$ cat src/rtl/mult_share_arbiter_pkg.sv
// ---------------------------------------------------------------------------
// mult_arb_pkg
// Shared types and default parameters for the multiplier-sharing arbiter.
//   arb_state_t   : arbiter FSM states
//   N_REQ_DEF     : default number of requesters
//   DP_WIDTH_DEF  : default operand width (product is twice this)
//   TIMEOUT_DEF   : default cycle budget for a multiplier job
//   ID_W          : requester index width for the default N_REQ
// ---------------------------------------------------------------------------
package mult_arb_pkg;

  localparam int N_REQ_DEF    = 4;
  localparam int DP_WIDTH_DEF = 8;
  localparam int TIMEOUT_DEF  = 64;
  localparam int ID_W         = $clog2(N_REQ_DEF);

  typedef enum logic [2:0] {
    IDLE      = 3'd0,
    ISSUE     = 3'd1,
    WAIT_BUSY = 3'd2,
    WAIT_DONE = 3'd3,
    RESP      = 3'd4
  } arb_state_t;

endpackage

$ cat src/rtl/mult_share_arbiter_rr_arbiter.sv
// ---------------------------------------------------------------------------
// rr_arbiter
// Purely combinational round-robin pick: the first asserted request strictly
// after ptr, wrapping around. The pointer register is owned by the parent.
//   req        in   N_REQ  request vector
//   ptr        in   ID_W   index of the last winner
//   grant      out  N_REQ  one-hot grant (all zero when no request)
//   grant_idx  out  ID_W   index of the granted requester (0 when none)
// ---------------------------------------------------------------------------
module rr_arbiter #(
  parameter int N_REQ = 4,
  parameter int ID_W  = $clog2(N_REQ)
) (
  input  logic [N_REQ-1:0] req,
  input  logic [ID_W-1:0]  ptr,
  output logic [N_REQ-1:0] grant,
  output logic [ID_W-1:0]  grant_idx
);

  logic            found;
  logic [ID_W-1:0] idx;

  // Scan starts one past the previous winner so it has lowest priority.
  always_comb begin
    grant     = '0;
    grant_idx = '0;
    found     = 1'b0;
    idx       = '0;
    for (int k = 1; k <= N_REQ; k++) begin
      idx = ID_W'((int'(ptr) + k) % N_REQ);
      if (!found && req[idx]) begin
        found      = 1'b1;
        grant[idx] = 1'b1;
        grant_idx  = idx;
      end
    end
  end

endmodule

$ cat src/rtl/mult_share_arbiter.sv
// ---------------------------------------------------------------------------
// mult_share_arbiter
// Shares one start/rdy/product multiplier among N_REQ requesters. One job is
// in flight at a time; requesters are served round-robin and the product is
// returned tagged with the requester id.
//
// Handshake rules: a transfer on any port happens on a rising clk edge where
// valid and ready are both high. req_ready is a one-hot combinational pulse,
// only in IDLE. resp_valid stays high, with id/product/err frozen, until
// resp_ready is seen.
//
// Ports
//   clk, rstb            clock (rising edge), async active-low reset
//   req_valid/req_ready  per-requester request handshake
//   req_a/req_b          packed operands, requester i at [i*DP_WIDTH +: DP_WIDTH]
//   resp_valid/ready     response handshake
//   resp_id/product/err  served requester, product, timeout flag (product 0)
//   mul_start            one-cycle start pulse to the multiplier
//   mul_multiplicand/multiplier  latched operands
//   mul_rdy/mul_product  multiplier idle flag and result
//   dbg_state            current FSM state
// ---------------------------------------------------------------------------
module mult_share_arbiter
  import mult_arb_pkg::*;
#(
  parameter int N_REQ    = N_REQ_DEF,
  parameter int DP_WIDTH = DP_WIDTH_DEF,
  parameter int TIMEOUT  = TIMEOUT_DEF
) (
  input  logic                        clk,
  input  logic                        rstb,
  input  logic [N_REQ-1:0]            req_valid,
  output logic [N_REQ-1:0]            req_ready,
  input  logic [N_REQ*DP_WIDTH-1:0]   req_a,
  input  logic [N_REQ*DP_WIDTH-1:0]   req_b,
  output logic                        resp_valid,
  input  logic                        resp_ready,
  output logic [$clog2(N_REQ)-1:0]    resp_id,
  output logic [2*DP_WIDTH-1:0]       resp_product,
  output logic                        resp_err,
  output logic                        mul_start,
  output logic [DP_WIDTH-1:0]         mul_multiplicand,
  output logic [DP_WIDTH-1:0]         mul_multiplier,
  input  logic                        mul_rdy,
  input  logic [2*DP_WIDTH-1:0]       mul_product,
  output arb_state_t                  dbg_state
);

  localparam int IDW = $clog2(N_REQ);
  localparam int TW  = $clog2(TIMEOUT + 1);

  arb_state_t            state_q;
  logic [IDW-1:0]        ptr_q;
  logic [IDW-1:0]        id_q;
  logic [DP_WIDTH-1:0]   a_q, b_q;
  logic [2*DP_WIDTH-1:0] prod_q;
  logic                  err_q;
  logic                  start_q;
  logic                  resp_valid_q;
  logic [TW-1:0]         timer_q, timer_d;
  logic                  timeout_hit;

  logic [N_REQ-1:0]      grant;
  logic [IDW-1:0]        grant_idx;
  logic [DP_WIDTH-1:0]   sel_a, sel_b;

  rr_arbiter #(
    .N_REQ (N_REQ),
    .ID_W  (IDW)
  ) u_rr (
    .req       (req_valid),
    .ptr       (ptr_q),
    .grant     (grant),
    .grant_idx (grant_idx)
  );

  always_comb begin
    sel_a = '0;
    sel_b = '0;
    for (int i = 0; i < N_REQ; i++) begin
      if (grant_idx == IDW'(i)) begin
        sel_a = req_a[i*DP_WIDTH +: DP_WIDTH];
        sel_b = req_b[i*DP_WIDTH +: DP_WIDTH];
      end
    end
  end

  // The timer expires on the TIMEOUT-th cycle spent waiting, so the abort
  // response appears exactly TIMEOUT cycles after WAIT_BUSY is entered.
  always_comb begin
    timer_d     = timer_q + TW'(1);
    timeout_hit = (timer_d == TW'(TIMEOUT));
  end

  always_ff @(posedge clk or negedge rstb) begin
    if (!rstb) begin
      state_q      <= IDLE;
      ptr_q        <= IDW'(N_REQ - 1);
      id_q         <= '0;
      a_q          <= '0;
      b_q          <= '0;
      prod_q       <= '0;
      err_q        <= 1'b0;
      start_q      <= 1'b0;
      resp_valid_q <= 1'b0;
      timer_q      <= '0;
    end else begin
      start_q <= 1'b0;
      case (state_q)
        IDLE: begin
          if (|req_valid) begin
            a_q     <= sel_a;
            b_q     <= sel_b;
            id_q    <= grant_idx;
            ptr_q   <= grant_idx;
            start_q <= 1'b1;
            timer_q <= '0;
            state_q <= ISSUE;
          end
        end
        ISSUE: begin
          state_q <= WAIT_BUSY;
        end
        WAIT_BUSY: begin
          timer_q <= timer_d;
          if (timeout_hit) begin
            prod_q       <= '0;
            err_q        <= 1'b1;
            resp_valid_q <= 1'b1;
            state_q      <= RESP;
          end else if (!mul_rdy) begin
            state_q <= WAIT_DONE;
          end
        end
        WAIT_DONE: begin
          timer_q <= timer_d;
          // The product is only valid in the first rdy cycle; a completion
          // wins over a timeout landing on the same cycle.
          if (mul_rdy) begin
            prod_q       <= mul_product;
            err_q        <= 1'b0;
            resp_valid_q <= 1'b1;
            state_q      <= RESP;
          end else if (timeout_hit) begin
            prod_q       <= '0;
            err_q        <= 1'b1;
            resp_valid_q <= 1'b1;
            state_q      <= RESP;
          end
        end
        RESP: begin
          if (resp_ready) begin
            resp_valid_q <= 1'b0;
            state_q      <= IDLE;
          end
        end
        default: begin
          state_q <= IDLE;
        end
      endcase
    end
  end

  assign req_ready        = (state_q == IDLE) ? grant : '0;
  assign resp_valid       = resp_valid_q;
  assign resp_id          = id_q;
  assign resp_product     = prod_q;
  assign resp_err         = err_q;
  assign mul_start        = start_q;
  assign mul_multiplicand = a_q;
  assign mul_multiplier   = b_q;
  assign dbg_state        = state_q;

endmodule
$ cat config.mk
export PLATFORM = sky130hd
export DESIGN_NAME = mult_share_arbiter
export DESIGN_NICKNAME = d
export VERILOG_FILES = /design/src/rtl/mult_share_arbiter_pkg.sv /design/src/rtl/mult_share_arbiter_rr_arbiter.sv /design/src/rtl/mult_share_arbiter.sv
export SDC_FILE = /design/constraint.sdc
export NUM_CORES = 1
export LEC_CHECK = 0
export ABC_AREA = 0
export CORE_MARGIN = 2
export CORE_UTILIZATION = 42
export CTS_BUF_LIST = sky130_fd_sc_hd__clkbuf_2
export DETAILED_ROUTE_END_ITERATION = 6
export GPL_TIMING_DRIVEN = 0
export PLACE_DENSITY_LB_ADDON = 0.2
export SETUP_SLACK_MARGIN = 0.15
export SYNTH_ARGS = -nofsm -noshare
export SYNTH_HDL_FRONTEND = slang
export SYNTH_SLANG_ARGS = --single-unit
$ cat constraint.sdc
create_clock -name clk -period 8.8 [get_ports clk]
set_input_delay 1.76 -clock clk [delete_from_list [all_inputs] [get_ports clk]]
set_output_delay 1.76 -clock clk [all_outputs]
set_load 0.02 [all_outputs]
# Yosys cells after proc, flatten, opt, wreduce, memory -nomap -nowiden
# Index checks and enable logic that the tools add are counted.
dict set report totals {
  romBits 0
  latch_bits 0
  mem_count 0
  regBits 49
  output_inout_bits 44
  ramBits 0
  elab_cells 116
  inputBits 88
}
dict set report classes {
  addsub 5
  reduce_logical 21
  n_lt_le_gt_ge 8
  n_div 0
  n_eq_ne 12
  muxes 57
  bitwise_logic 3
  n_mul 0
  shifts 0
}
# op count
set ops {}
lappend ops {{2-to-1 mux 8 bit} 8}
lappend ops {{2-to-1 mux 16 bit} 2}
lappend ops {{one-hot mux 16 bit (2 select lines)} 1}
lappend ops {{2-to-1 mux 4 bit} 5}
lappend ops {{2-to-1 mux 1 bit} 18}
lappend ops {{2-to-1 mux 3 bit} 6}
lappend ops {{one-hot mux 3 bit (5 select lines)} 1}
lappend ops {{one-hot mux 7 bit (2 select lines)} 1}
lappend ops {{less-than comparator 2 x 3 -> 1 bit (second input constant)} 4}
lappend ops {{bitwise OR 4 bit} 3}
lappend ops {{binary-select mux 1 bit (select 2 bit)} 4}
lappend ops {{demux 1 bit (select 2 bit)} 4}
lappend ops {{greater-or-equal comparator 2 x 1 -> 1 bit (second input constant)} 4}
lappend ops {{2-to-1 mux 2 bit} 4}
lappend ops {{adder 7 x 1 -> 7 bit (second input constant)} 1}
lappend ops {{== test 7 bit (second input constant)} 1}
lappend ops {{logical AND 1 bit} 7}
lappend ops {{2-to-1 mux 7 bit} 1}
lappend ops {{== test 3 x 2 -> 1 bit (second input constant)} 2}
lappend ops {{inequality test 3 bit (second input constant)} 2}
lappend ops {{AND reduction 2 bit} 3}
lappend ops {{adder 2 x 1 -> 2 bit (second input constant)} 2}
lappend ops {{adder 2 bit (second input constant)} 2}
lappend ops {{== test 2 bit (second input constant)} 2}
lappend ops {{other kinds (14)} 18}

# Logic depth before layout (Yosys ltp)
# Gate-level depths: netlist of the first run.
dict set report logic_depth {
  ltp_word 18
  depth_mapped 11
  depth_no_buf 8
}

# Cells and area by module
# A second synthesis of the first run with hierarchy kept.
dict set report hier_totals {
  hier_cells 249
  area_unflattened_um2 2969.1
}
# mod instances cells_each area_each_um2 seq_area_each_um2
set modules_own_cells {}
lappend modules_own_cells {mult_share_arbiter 1 181 2423.6 1228.7}
lappend modules_own_cells {rr_arbiter 1 68 545.5 0.0}

# Least setup slack after synthesis of the first run
# No wires, ideal clock.
dict set report synth_timing {
  path_type {input-to-output}
  start {input port req_valid[0]}
  end {output port req_ready[0]}
  path_slack_ps 3814
  n_path_buf 0
  required_ps 7040
  path_stages 5
  arrival_time_ps 3226
  cell_sequence {mux4_2 > a211o_1 > nor3_1 > a221oi_1 > nor2_1}
}
dict set report synth_via {
  elab_chain_cells 13
  word_cells_on_any_way 25
  cone_classes {16 x mux; 3 x bitwise; 6 x reduce/logical}
}
# element line
set synth_rtl {}
lappend synth_rtl {{start, declared} mult_share_arbiter.sv:32} ;# input logic [N_REQ-1:0] req_valid,
lappend synth_rtl {{binary-select mux 1 bit (select 2 bit)} mult_share_arbiter_rr_arbiter.sv:31} ;# if (!found && req[idx]) begin
lappend synth_rtl {{2-to-1 mux 1 bit (not written as such)} mult_share_arbiter_rr_arbiter.sv:31}
lappend synth_rtl {{2-to-1 mux 1 bit} mult_share_arbiter_rr_arbiter.sv:31}
lappend synth_rtl {{zero test 1 bit} mult_share_arbiter_rr_arbiter.sv:31}
lappend synth_rtl {{logical AND 1 bit} mult_share_arbiter_rr_arbiter.sv:31}
lappend synth_rtl {{2-to-1 mux 1 bit} mult_share_arbiter_rr_arbiter.sv:31}
lappend synth_rtl {{zero test 1 bit} mult_share_arbiter_rr_arbiter.sv:31}
lappend synth_rtl {{logical AND 1 bit} mult_share_arbiter_rr_arbiter.sv:31}
lappend synth_rtl {{2-to-1 mux 1 bit} mult_share_arbiter_rr_arbiter.sv:31}
lappend synth_rtl {{zero test 1 bit} mult_share_arbiter_rr_arbiter.sv:31}
lappend synth_rtl {{logical AND 1 bit} mult_share_arbiter_rr_arbiter.sv:31}
lappend synth_rtl {{2-to-1 mux 4 bit *} mult_share_arbiter_rr_arbiter.sv:31}
lappend synth_rtl {{2-to-1 mux 4 bit *} mult_share_arbiter.sv:164} ;# assign req_ready = (state_q == IDLE) ? grant : '0;
lappend synth_rtl {{end, declared} mult_share_arbiter.sv:33} ;# output logic [N_REQ-1:0] req_ready,
# Mark *: on every way between the ends. The rest lies on a longest branch, timed or not. The select of a mux whose other input is x is not followed.

# Worst setup path after layout of the first run
# Same ends and word-level chain as after synthesis.

==> results of run 1 <==
-- power groups by stage --
stage	Sequential [mW]	Clock (mW)	Combinational, mW
6_report	0.410	0.120	1.00
4_1_cts	0.410	0.123	1.01
2_1_floorplan	0.505	0	0.558
3_5_place_dp	0.412	0	1.01
5_1_grt	0.426	0.134	1.10
3_3_place_gp	0.411	0	0.988
-- sequential cells by signal (all words and copies together) (netlist names) --
name,cells
resp_product,16
mul_multiplicand,8
mul_multiplier,8
timer_q,7
dbg_state,3
ptr_q,2
resp_id,2
mul_start,1
resp_err,1
resp_valid,1
-- Yosys cell counts, types with 4 or more instances --
master	count	share of area
a22oi_1	5	0.014
nand3_1	7	0.013
ha_1	9	0.041
mux2i_1	37	0.13
a221oi_1	4	0.013
o221ai_1	16	0.051
clkbuf_1	7	0.0096
nand2_1	28	0.038
o21ai_0	9	0.016
nor2_1	20	0.027
a21oi_1	6	0.011
a22o_1	17	0.054
buf_6	4	0.016
dfrtp_1	47	0.43
nor2b_1	4	0.0091
-- worst max path at each step --
| stage | from | to | slack [ns] | cells after the start |
|---|---|---|---|---|
| 2_1_floorplan | req_valid[0] | req_ready[0] | 3.81 | 5 |
| 3_3_place_gp | req_valid[0] | req_ready[1] | 2.77 | 7 |
| 3_5_place_dp | req_valid[0] | req_ready[1] | 2.74 | 7 |
| 4_1_cts | req_valid[0] | req_ready[1] | 2.73 | 7 |
| 5_1_grt | req_valid[0] | req_ready[1] | 2.53 | 7 |
| 6_report | req_valid[0] | req_ready[0] | 2.73 | 7 |
-- routing by layer --
| layer | global-route usage | share of wire | vias up | routed length, um |
|---|---|---|---|---|
| li1 | - | - | 1241 | - |
| met1 | 0.2827 | 0.41 | 1235 | 3080 |
| met2 | 0.3465 | 0.51 | 89 | 3805 |
| met3 | 0.05447 | 0.061 | 14 | 457 |
| met4 | 0.06349 | 0.020 | 0 | 149 |
| met5 | 0 | 0 | - | 0 |
-- cell usage in the layout, fill, tap and decap left out, types with 6 or more instances in the layout --
cell / n
mux2i_1: 37
ha_1: 9
clkbuf_1: 7
nand2_1: 28
nand3_1: 7
dfrtp_1: 47
a21oi_1: 6
nor2_1: 20
o21ai_0: 9
clkdlybuf4s50_1: 130
o221ai_1: 16
a22o_1: 17
-- kinds of logic after synthesis --
family | share of synthesized area
and+or+nand+nor | 0.1208
AOI/OAI and AO/OA | 0.1906
DFF | 0.4478
muxes | 0.1514
buffers and inverters | 0.04195
adders and majority gates | 0.04104
xor gates and xnor gates | 0.006385
-- metrics by stage --
step	worst slack [ns]	utilization
floorplan	3.814	-
global placement	2.767	0.6538
detailed placement	2.739	0.6562
CTS	2.733	0.6666
global route	2.525	0.6666
finish	2.726	0.6666
-- final cells by class --
class                      count  area, sq um
buffer                        15        103.9
clock buffer                   5        25.02
clock inverter                 3        41.29
fill                         510         2117
inverter                       3        11.26
multi-input combinational    190         1400
sequential                    49         1229
tap                           77        96.34
timing repair buffer         132         1326
-- tightest hold or removal path, stage by stage (launching register included) --
cell and delay [ns]:
dfrtp_1 0.41, nand2_1 0.05, o221ai_1 0.06
==> summary.md, run 1 <==
| Metric | Value |
|---|---|
| Status | complete, no violations |
| Post-CTS Hold Buffers | 0 |
| PostCTS Resize Cnt | 0 |
| Power per Cell Area | 362.4 mW/mm^2 |
| Cell mode on critical path | clkdlybuf4s50_1 |
| Clock share of power | 0.078 |
| Kind of end point of the critical path | primary output |
| Vias | 2579 |
| Sw power | 0.6643 mW |
| Worst Tran Pin Value | 0.6894 ns |
| CTS Buf Count | 5 |
| Top cell family by delay on the critical path | buffers and inverters |
| CP Launch Type | primary input |
| P_int | 0.8699 mW |
| Design Power | 1.534 mW |
| Core area | 0.006350 sq mm |
| # port buffers | 131 |
| Cell Rows | 29 |
| Largest net degree at the start of global routing | 26 |
| Post-Syn Instances | 257 |
| Final Cell Area | 0.004233 sq mm |
| Cells after DPL | 466 |
| Hold Path Sink | mul_multiplicand[7]$_DFFE_PN0P_ |
| WP data arrival | 4.31 ns |
| Hold Slack | 0.5263 ns |
| Final ANT Viol Nets | 0 |
| Number of enable flip-flop cells after synthesis | 0 |
| Hold_sp | mul_multiplicand[7]$_DFFE_PN0P_ |
| HPWL Detailed | 5720 um |
| FF-to-FF End | mul_multiplicand[6]$_DFFE_PN0P_ |
| Worst hold path class | flop to flop |
| Register clock-pin slew on the reported worst setup and hold paths | 0.26 ns |
| Final min period | 6.074 ns |
| Mapped Area | 0.002744 sq mm |
| Iter 0 DRT Violations | 209 |
| Final Hold Vio Count | 0 |
| CP max-delay cell | clkdlybuf4s50_1 |
| Worst clock skew | 0.01926 ns |
| Die area | 0.007195 sq mm |
| Setup CP Type | primary input to primary output |
| Clock root buffer | clkbuf_2 |
| Pins Over Slew Limit | 0 |
| Leak pwr | 1.867 nW |
| Unique masters post-synth | 39 |
| Synth Register Bits | 49 |
| Comb pwr share | 0.654 |
| R2R cell count | 9 |
| Antenna cells | 0 |
| Max clock buf depth | 2 |
| Worst Hold Path Cells | 2 |
| Max-Cap Viols | 0 |
| Layout cells sized above 1 | 0.05793 |
| Slew Limit Headroom | 0.5404 |
| Initial antenna violation count | 0 |
| H-tree depth | 2 |
| Syn nets | 354 |
| Post-DP Area | 0.004167 sq mm |
| Initial Util | 0.4321 |
| GRT overflow | 0 |
| DR vias/cell | 5.441 |
| Vias in the first global route | 2572 |
| Buf/Inv on CP | 2 |
| Die X | 84.83 um |
| CTS tree | done |
| DR DRC count | 0 |
| Most used DFF post-synth | dfrtp_1 |
| FFs w/ async S/R, synth | 1.000 |
| Number of I/O pins | 132 |
| First-pass GRT wire length | 12410 um |
| Wirelength per Cell | 15.81 um |
| Worst R2R Start | ptr_q[0]$_DFFE_PN1P_ |
| GP Congestion | 0.8726 |
| Non-filler cells, final | 474 |
| Crit path required time | 7.04 ns |
| RSZ-0062 raised after global routing | false |
| CTS sink count | 49 |
| FMAX | 0.1646 GHz |
| Fin crit share | 0.6903 |
| Crit-path max FO | 7 |
| Peak supply drop | 0.0002761 V |
| Ys Warns | 0 |
| Pre-antenna DRT Iters | 4 |
| GRT Overall Usage | 0.2130 |
| Sequential area share after synthesis | 0.4478 |
| Clock latency on the worst-skew pair | 0.43 ns |
| Routed WL | 7493 um |
| Final Setup Violations | 0 |
| Total setup buffers inserted after CTS | 0 |
| Switching part of the total | 0.4330 |
| Die Y | 84.83 um |
| Setup slack, reg-to-reg | 5.61 ns |
| CP Cell Sequence | clkdlybuf4s50_1 -> mux4_2 -> a211o_1 -> nor3_1 -> a221oi_1 -> nor2_1 -> clkdlybuf4s50_1 |
| Fin nets | 493 |
| Setup TNS Final | 0 ns |
| Synthesized area per cell | 10.68 sq um |
| Worst path max stage delay | 0.60 ns |
| Flop pwr share | 0.267 |
| Area growth syn-to-layout | 54.26% |
Power figures use the tool's default switching activity.
==> run 2: changes to the inputs <==
==> constraint.sdc (replaced) <==
create_clock -name clk -period 6.3 [get_ports clk]
set_input_delay 1.26 -clock clk [delete_from_list [all_inputs] [get_ports clk]]
set_output_delay 1.26 -clock clk [all_outputs]
set_load 0.02 [all_outputs]
==> results of run 2 <==
The final DEF is identical to that of run 1. Status: complete, no violations.
Main changes from that run: setup slack after placement 2.739 ns -> 1.239 ns; setup slack after layout 2.726 ns -> 1.226 ns; register-to-register setup slack 5.61 ns -> 3.11 ns; total power 1.534 mW -> 2.143 mW; worst IR drop on VDD 0.0002761 V -> 0.0003856 V
==> run 3: changes to the inputs <==
--- a/config.mk
+++ b/config.mk
@@ -7,7 +7,7 @@
 export LEC_CHECK = 0
 export ABC_AREA = 0
 export CORE_MARGIN = 2
-export CORE_UTILIZATION = 42
+export CORE_UTILIZATION = 38
 export CTS_BUF_LIST = sky130_fd_sc_hd__clkbuf_2
 export DETAILED_ROUTE_END_ITERATION = 6
 export GPL_TIMING_DRIVEN = 0
==> constraint.sdc (replaced) <==
create_clock -name clk -period 4.6 [get_ports clk]
set_input_delay 0.92 -clock clk [delete_from_list [all_inputs] [get_ports clk]]
set_output_delay 0.92 -clock clk [all_outputs]
set_load 0.02 [all_outputs]
==> summary.md, run 3 (synthesized netlist as in run 1, its figures left out) <==
| Metric | Value |
|---|---|
| Clock latency on the worst-skew pair | 0.43 ns (about the same) |
| DR vias/cell | 5.123 (-5.8%) |
| CP max-delay cell | dfstp_2 |
| Register clock-pin slew on the reported worst setup and hold paths | 0.27 ns (about the same) |
| Crit-path max FO | 10 (+3) |
| RSZ-0062 raised after global routing | false |
| Fillers | 643 (+26%) |
| Die X | 88.98 um (+4.9%) |
| WP data arrival | 3.02 ns |
| Clock root buffer | clkbuf_2 |
| Leak pwr | 1.941 nW (+3.9%) |
| Setup CP Type | flop to primary output |
| Antenna cells | 0 (unchanged) |
| CTS tree | done |
| Die Y | 88.98 um (+4.9%) |
| Pins Over Slew Limit | 0 (unchanged) |
| Final Cell Area | 0.004278 sq mm (+1.1%) |
| Kind of end point of the critical path | primary output |
| Post-CTS Hold Buffers | 0 (unchanged) |
| DP Worst Slack | 0.2049 ns |
| Layout cells sized above 1 | 0.06784 (+0.009905) |
| Area growth syn-to-layout | 55.91% |
| GP Congestion | 0.9243 (+5.9%) |
| Iter 0 DRT Violations | 138 (-34%) |
| Most frequent cells in the layout | 126 x clkdlybuf4s50_1, 47 x dfrtp_1, 37 x mux2i_1 |
| CTS Buf Count | 5 (unchanged) |
| Pre-antenna DRT Iters | 4 (unchanged) |
| Crit path required time | 3.68 ns |
| Number of I/O pins | 132 (unchanged) |
| Worst clock skew | 0.05126 ns (+0.03201 ns) |
| Worst path max stage delay | 0.62 ns (+0.02 ns) |
| Final Hold Vio Count | 0 (unchanged) |
| Initial Util | 0.3973 (-0.03484) |
| Wirelength per Cell | 15.36 um (-2.8%) |
| Peak supply drop | 0.0003434 V |
| Core area | 0.006907 sq mm (+8.8%) |
| Buf/Inv on CP | 3 (+1) |
| Die area | 0.007917 sq mm (+10%) |
| Cells after DPL | 485 (+4.1%) |
| # port buffers | 131 (unchanged) |
| First-pass GRT wire length | 11690 um (-5.8%) |
| Slew Limit Headroom | 0.5592 (+0.01876) |
| Power per Cell Area | 681.8 mW/mm^2 |
| Multi-input gate area | 0.001424 sq mm (+1.7%) |
| Vias in the first global route | 2394 (-6.9%) |
| Most common cell after layout, fill and taps aside | clkdlybuf4s50_1 |
| CP Cell Sequence | buf_6 -> inv_1 -> ha_4 -> mux4_2 -> a211o_1 -> nor3_4 -> a221oi_1 -> nor2_1 -> dlymetal6s2s_1 |
| Non-filler cells, final | 494 (+4.2%) |
| Fin nets | 494 (+0.20%) |
| Max clock buf depth | 2 (unchanged) |
| Final min period | 3.936 ns |
| H-tree depth | 2 (unchanged) |
| CTS sink count | 49 (unchanged) |
| Post-DP Area | 0.004190 sq mm (+0.57%) |
| GRT Overall Usage | 0.1888 (-0.02426) |
| Fin crit share | 0.8556 |
| Worst hold path class | primary input to asynchronous set/reset pin |
| Vias | 2531 (-1.9%) |
| Design Power | 2.916 mW |
| Initial antenna violation count | 0 (unchanged) |
| Top cell family by delay on the critical path | flip-flops |
| Register area | 0.001229 sq mm (unchanged) |
| Status | complete, no violations |
| Routed WL | 7590 um (+1.3%) |
| CP Launch Type | flop |
| Cell Rows | 30 (+3.4%) |
| Final Setup Violations | 0 (unchanged) |
| Worst Tran Pin Value | 0.6613 ns (-0.02815 ns) |
| Final worst slack | 0.6645 ns |
| HPWL Detailed | 5836 um (+2.0%) |
| Setup TNS Final | 0 ns (unchanged) |
| Max-Cap Viols | 0 (unchanged) |
| GRT overflow | 0 (unchanged) |
| Max reg flops | 16 (unchanged) |
| DR DRC count | 0 (unchanged) |
| Final ANT Viol Nets | 0 (unchanged) |
| FMAX | 0.2541 GHz |
| Largest net degree at the start of global routing | 39 (+50%) |
[run 3: final timing paths]
check	startpoint	end	slack, ns	cells past startpoint
max reg2reg	ptr_q[0]$_DFFE_PN1P_	mul_multiplicand[7]$_DFFE_PN0P_	1.50	10
min reg2reg	mul_multiplier[2]$_DFFE_PN0P_	mul_multiplier[2]$_DFFE_PN0P_	0.53	2
max	ptr_q[0]$_DFFE_PN1P_	req_ready[3]	0.66	9
max in group asynchronous	rstb	ptr_q[1]$_DFFE_PN1P_	3.74	2
min in group clk	mul_multiplier[2]$_DFFE_PN0P_	mul_multiplier[2]$_DFFE_PN0P_	0.53	2
min	rstb	resp_product[0]$_DFFE_PN0N_	0.32	1
[run 3: what timing repair did]
| action | 4_1_cts | 5_1_grt |
|---|---|---|
| pin swaps | 0 | 1 |
| buffers inserted | 0 | 1 |
| endpoints found under the hold margin | 0 | 0 |
| resized for setup | 2 | 7 |
| gates cloned | 0 | 0 |
| endpoints found under the setup margin | 4 | 4 |
[run 3: metrics by stage]
stage | hold WS [ns] | utilization
floorplan | 0.5032 | -
finish | 0.3240 | 0.6194
detailed placement | 0.4782 | 0.6067
CTS | 0.3029 | 0.6158
global placement | 0.4650 | 0.6045
global route | 0.2827 | 0.6194
[run 3: cell type report]
| cell class | count | share of cell area |
|---|---|---|
| tap | 96 | 0.02808 |
| timing repair buffer | 133 | 0.3141 |
| multi-input combinational | 190 | 0.3328 |
| buffer | 15 | 0.02457 |
| clock inverter | 3 | 0.004680 |
| clock buffer | 5 | 0.005850 |
| sequential | 49 | 0.2872 |
| inverter | 3 | 0.002632 |
[run 3: routing by layer]
layer  vias up  track usage  routed length [um]
met5         -            0                   0
met4         0      0.04613                 109
met3         9      0.04709                 421
met2        79       0.3039                3823
met1      1199       0.2581                3236
li1       1244            -                   -
[run 3: where the power goes]
| part | internal (mW) | switching, mW | leakage, nW | total (mW) |
|---|---|---|---|---|
| logic | 0.959 | 0.995 | 1.31 | 1.95 |
| clock network | 0.0376 | 0.144 | 0.0270 | 0.181 |
| registers | 0.635 | 0.147 | 0.608 | 0.782 |
| total | 1.63 | 1.29 | 1.94 | 2.92 |
